### src/rtl/branch_predictor_unit.sv
// branch_predictor_unit: tagged BTB with saturating counters, circular RAS and mispredict counter
module branch_predictor_unit #(
  parameter int ADDR_W    = 32,
  parameter int ENTRIES   = 16,
  parameter int CTR_BITS  = 2,
  parameter int RAS_DEPTH = 4,
  parameter int PERF_W    = 16
) (
  input  logic              clk,
  input  logic              rst_n,
  input  logic [ADDR_W-1:0] pc_if,
  output logic              pred_hit,
  output logic              pred_taken,
  output logic [ADDR_W-1:0] pred_target,
  input  logic              upd_valid,
  input  logic [ADDR_W-1:0] upd_pc,
  input  logic [ADDR_W-1:0] upd_target,
  input  logic              upd_taken,
  input  logic              upd_pred_taken,
  input  logic              ras_push,
  input  logic [ADDR_W-1:0] ras_push_addr,
  input  logic              ras_pop,
  output logic [ADDR_W-1:0] ras_top,
  output logic              ras_valid,
  output logic [PERF_W-1:0] perf_mispredict
);
  localparam int IDX_W = $clog2(ENTRIES);
  localparam int TAG_W = ADDR_W - IDX_W - 2;
  localparam int RP_W  = $clog2(RAS_DEPTH);
  localparam int CNT_W = $clog2(RAS_DEPTH + 1);
  localparam logic [CTR_BITS-1:0] CTR_MAX = '1;
  localparam logic [CTR_BITS-1:0] CTR_WT  = CTR_BITS'(1) << (CTR_BITS - 1);
  localparam logic [CTR_BITS-1:0] CTR_WNT = CTR_WT - CTR_BITS'(1);
  localparam logic [CNT_W-1:0]    CNT_MAX = CNT_W'(RAS_DEPTH);

  logic [ENTRIES-1:0]  valid_q;
  logic [TAG_W-1:0]    tag_q    [ENTRIES];
  logic [ADDR_W-1:0]   target_q [ENTRIES];
  logic [CTR_BITS-1:0] ctr_q    [ENTRIES];
  logic [ADDR_W-1:0]   ras_q    [RAS_DEPTH];
  logic [RP_W-1:0]     tp_q, tp_m1;
  logic [CNT_W-1:0]    cnt_q;
  logic [IDX_W-1:0]    lk_idx, up_idx;
  logic [TAG_W-1:0]    lk_tag, up_tag;
  logic                up_hit;

  assign lk_idx = pc_if[IDX_W+1:2];
  assign lk_tag = pc_if[ADDR_W-1:IDX_W+2];
  assign up_idx = upd_pc[IDX_W+1:2];
  assign up_tag = upd_pc[ADDR_W-1:IDX_W+2];
  assign tp_m1  = tp_q - RP_W'(1);

  // combinational lookup and RAS top; no bypass of same-cycle updates
  always_comb begin
    pred_hit    = valid_q[lk_idx] && (tag_q[lk_idx] == lk_tag);
    pred_taken  = pred_hit && ctr_q[lk_idx][CTR_BITS-1];
    pred_target = pred_hit ? target_q[lk_idx] : pc_if + ADDR_W'(4);
    up_hit      = valid_q[up_idx] && (tag_q[up_idx] == up_tag);
    ras_valid   = cnt_q != '0;
    ras_top     = ras_valid ? ras_q[tp_m1] : '0;
  end

  // BTB training: hits adjust counter/target, taken misses allocate weakly-taken
  always_ff @(posedge clk or negedge rst_n) begin
    if (!rst_n) begin
      valid_q <= '0;
      for (int i = 0; i < ENTRIES; i++) begin
        tag_q[i]    <= '0;
        target_q[i] <= '0;
        ctr_q[i]    <= CTR_WNT;
      end
    end else if (upd_valid) begin
      if (up_hit) begin
        if (upd_taken) target_q[up_idx] <= upd_target;
        ctr_q[up_idx] <= upd_taken ? (ctr_q[up_idx] == CTR_MAX ? CTR_MAX : ctr_q[up_idx] + CTR_BITS'(1))
                                   : (ctr_q[up_idx] == '0 ? '0 : ctr_q[up_idx] - CTR_BITS'(1));
      end else if (upd_taken) begin
        valid_q[up_idx]  <= 1'b1;
        tag_q[up_idx]    <= up_tag;
        target_q[up_idx] <= upd_target;
        ctr_q[up_idx]    <= CTR_WT;
      end
    end
  end

  // saturating count of resolved branches whose outcome differed from the prediction
  always_ff @(posedge clk or negedge rst_n) begin
    if (!rst_n) perf_mispredict <= '0;
    else if (upd_valid && (upd_taken != upd_pred_taken) && perf_mispredict != '1)
      perf_mispredict <= perf_mispredict + PERF_W'(1);
  end

  // circular RAS; push+pop on a non-empty stack replaces the top in place
  always_ff @(posedge clk or negedge rst_n) begin
    if (!rst_n) begin
      tp_q  <= '0;
      cnt_q <= '0;
      for (int i = 0; i < RAS_DEPTH; i++) ras_q[i] <= '0;
    end else if (ras_push && ras_pop && ras_valid) begin
      ras_q[tp_m1] <= ras_push_addr;
    end else if (ras_push) begin
      ras_q[tp_q] <= ras_push_addr;
      tp_q        <= tp_q + RP_W'(1);
      cnt_q       <= cnt_q == CNT_MAX ? CNT_MAX : cnt_q + CNT_W'(1);
    end else if (ras_pop && ras_valid) begin
      tp_q  <= tp_m1;
      cnt_q <= cnt_q - CNT_W'(1);
    end
  end
endmodule

### config.mk
export PLATFORM = sky130hd
export DESIGN_NAME = branch_predictor_unit
export DESIGN_NICKNAME = d
export VERILOG_FILES = /design/src/rtl/branch_predictor_unit.sv
export SDC_FILE = /design/constraint.sdc
export NUM_CORES = 2
export LEC_CHECK = 0
export CAP_MARGIN = 25
export CORE_MARGIN = 4
export CORE_UTILIZATION = 62
export DETAILED_ROUTE_END_ITERATION = 10
export PLACE_DENSITY = 0.78
export SYNTH_ARGS = -nofsm -noshare
export SYNTH_HDL_FRONTEND = slang
export SYNTH_SLANG_ARGS = --single-unit
### constraint.sdc
create_clock -name clk -period 7.05 [get_ports clk]
set_input_delay 1.41 -clock clk [delete_from_list [all_inputs] [get_ports clk]]
set_output_delay 1.41 -clock clk [all_outputs]
set_load 0.01 [all_outputs]
==> flow_summary.json <==
{
  "maxSlewViolCount": 0,
  "r2r_end": "tag_q[341]",
  "cts_made_buffers": 115,
  "synth.avg_cell_area_um2": 13.4,
  "worst-path-buf-inv": 3,
  "totalNegativeSetupSlack_ns": 0,
  "dr.first_iter.drc_count": 4452,
  "synthCells": 4290,
  "nets": 4559,
  "die_h_um": 312,
  "final_cell_count_no_fill": 5708,
  "clock_power_share": 0.306,
  "ctsHoldBuffers": 0,
  "viasPerCell": 6.78,
  "placementRows": 111,
  "cap_violations": 0,
  "clock.fmax_mhz": 148,
  "synth_flop_cell": "dfrtp_1",
  "ys_ff_latch": 1125,
  "coreArea_mm2": 0.0917,
  "die_x_um": 312,
  "htree_levels": 3,
  "synth_nets": 4436,
  "vias": 38700,
  "die_area_mm2": 0.0973,
  "cp_common_cell": "mux4_2",
  "synth_top_family_by_area": "multiplexers",
  "grt_max_degree": 180,
  "yosysTopAreaCell": "dfrtp_1",
  "hold_viol": 0,
  "path_cells": "buf_8 -> mux4_2 -> mux4_2 -> xnor2_1 -> o211ai_1 -> or4_1 -> nor4_2 -> nand3_4 -> buf_12 -> mux2_4 -> clkdlybuf4s50_1",
  "dr.pass1.iters": 5,
  "cts_buffer_depth": 3,
  "synthSimpleGateAreaFrac": 0.0786,
  "antenna_found_initial": 12,
  "cts.repair.resized": 0,
  "syn2layout_area_growth_pct": 13.0,
  "rsz0062_at_grt": "false",
  "p_seq_frac": 0.433,
  "grt-ovfl-total": 0,
  "synth_xor_area_frac": 0.0138,
  "hold_class": "flip-flop to flip-flop",
  "post-route-min-period_ns": 6.74,
  "maxSlewHeadroom": 0.258,
  "setup_violations": 0,
  "grt_usage": 0.341,
  "routed_wl_um": 164000,
  "synthTopCellsByArea": "dfrtp_1 (48%), mux2_2 (16%), mux4_2 (16%)",
  "clock-root-buffer": "clkbuf_16",
  "worstPathArrival_ns": 5.33,
  "critPathKind": "input port to output pin",
  "synth_mux_area_frac": 0.345,
  "post-cts-setup-buffers": 0,
  "tightest_slew_ns": 1.11,
  "routabilityCongestion": 0.925,
  "clock-sinks": 1125,
  "critical_path_required_ns": 5.64,
  "synth_compound_area_frac": 0.0361,
  "sw_frac_of_total": 0.287,
  "min_delay_path_depth": 2,
  "hp-start": "target_q[173]",
  "dp_hpwl_um": 100000,
  "synth_seq_area_share": 0.492,
  "start_kind": "input port",
  "drc": 0,
  "pwr_density_cell_mw_per_mm2": 316,
  "p_leak_nw": 28.8,
  "grt_pass1_wl_um": 253000,
  "r2r-start": "tag_q[99]",
  "synth_edf_count": 0,
  "critPathMaxFanout": 32,
  "r2r_slack_ns": 2.85,
  "crit_slowest_cell": "mux4_2",
  "grt_pass1_vias": 40500,
  "run_status": "finished, final reports clean",
  "ios": 218,
  "p_switching_w": 0.00587,
  "slowest_delay_ns": 0.56,
  "wl_per_cell_um": 28.8,
  "async_flop_share": 1.00,
  "synth.distinct_cells": 79,
  "clkTransAtPathRegs_ns": 0.06,
  "postRouteAntennaNets": 0,
  "rr_worst_depth": 11,
  "insertion_delay_ns": 0.73,
  "end_kind": "output pin",
  "initial_core_util": 0.625,
  "port_buffers": 215,
  "ir_drop_mv": 0.366,
  "p_comb_frac": 0.261,
  "yosysWarnings": 0,
  "synth_top_area_frac": 0.484,
  "dp.cells": 5482,
  "syn-cell-area_mm2": 0.0573,
  "intPower_w": 0.0146,
  "cp_top_family": "multiplexers",
  "fin_crit_sh": 0.956,
  "drive_gt1_frac": 0.370,
  "synthAdderAreaFrac": 0.00275,
  "min_to": "target_q[173]",
  "tritoncts": "done",
  "fin_skew_ns": 0.0540
}
kinds of logic after synthesis:
family / after synthesis
adder cells (fa/ha/maj): 13
buffers and inverters: 380
AND/OR/NAND/NOR: 1050
AO/OA/AOI/OAI: 273
multiplexers: 1359
XOR/XNOR: 90
flip-flops: 1125
layer usage:
metal	track usage	vias up	routed length, µm
met4	0.168	8	9480
met3	0.0830	481	16200
met1	0.469	20300	62800
li1	-	15900	-
met2	0.518	2035	75800
met5	0	-	46
cells in the final DEF (no fill, tap or decap), types with 12 or more instances in the layout:
cell type and instances:
clkinv_2 27, dfstp_2 16, a21oi_1 13, nor2_1 63, xor2_1 31, dfrtp_1 1108
xnor2_1 59, a31oi_1 63, buf_4 115, nand4_1 17, and3_1 14, or2_2 12
and2_1 66, nor2_4 12, a22o_1 19, clkbuf_16 115, nand3_1 26, mux4_2 400
buf_12 25, nor2b_1 20, o31ai_1 13, o21ai_0 40, clkbuf_1 20, a31o_2 12
mux2_4 29, clkdlybuf4s50_1 207, mux2i_1 118, a22oi_1 22, mux2_2 801, clkbuf_8 35
nand2_1 758, inv_1 31
tightest hold or removal path: stages (launching register included):
cell and delay [ns]:
dfrtp_1 0.34, nand2_1 0.05, nand2_1 0.05
area by class of cell:
class,instances,area [µm²]
antenna,10,25.0
clock buffer,170,3430
clock inverter,46,489
fill,6093,26900
inverter,32,120
multi-input combinational,2785,27500
sequential,1125,28200
tap,1186,1480
timing repair buffer,354,3550
power by group through the flow:
stage          sequential [W]  combinational [W]  clock [W]
2_1_floorplan         0.00861            0.00367          0
3_3_place_gp          0.00882            0.00517          0
3_5_place_dp          0.00892            0.00532          0
4_1_cts               0.00884            0.00537    0.00632
5_1_grt               0.00902            0.00575    0.00661
6_report              0.00887            0.00534    0.00626
worst max-delay path by stage:
stage,cells past startpoint,to,startpoint
6_report,11,pred_target[29],pc_if[2]
5_1_grt,12,pred_target[6],pc_if[2]
4_1_cts,11,pred_target[6],pc_if[2]
3_5_place_dp,11,pred_target[6],pc_if[2]
3_3_place_gp,11,pred_target[10],pc_if[2]
2_1_floorplan,11,pred_target[0],pc_if[2]
flip-flops by register name, summed over array words and instances, names as in the netlist:
name / count
ras_q: 128
valid_q: 16
perf_mispredict: 16
ctr_q: 32
target_q: 512
tag_q: 416
cnt_q: 3
tp_q: 2
metrics by stage:
stage / setup WS (ns) / power [W] / utilization / hold WS (ns) / cell area, µm²
after floorplan: 1.08 / 0.0123 / - / 0.441 / 57300
final: 0.309 / 0.0205 / 0.706 / 0.471 / 64700
after global routing: 0.171 / 0.0214 / 0.706 / 0.489 / 64700
after detailed placement: 0.364 / 0.0142 / 0.663 / 0.457 / 60800
after CTS: 0.361 / 0.0205 / 0.706 / 0.471 / 64700
after global placement: 0.415 / 0.0140 / 0.663 / 0.453 / 60800
synth_stat cells (all sizes together), types with 20 or more instances:
cell / number
mux2i: 118
a31oi: 63
mux4: 400
nor2: 76
buf: 140
inv: 32
mux2: 841
clkbuf: 208
a22oi: 22
o21ai: 45
nand3: 27
xor2: 31
dfrtp: 1109
and2: 67
a21oi: 24
nor2b: 20
nand2: 767
xnor2: 59
(Power assumes the default switching activity.)
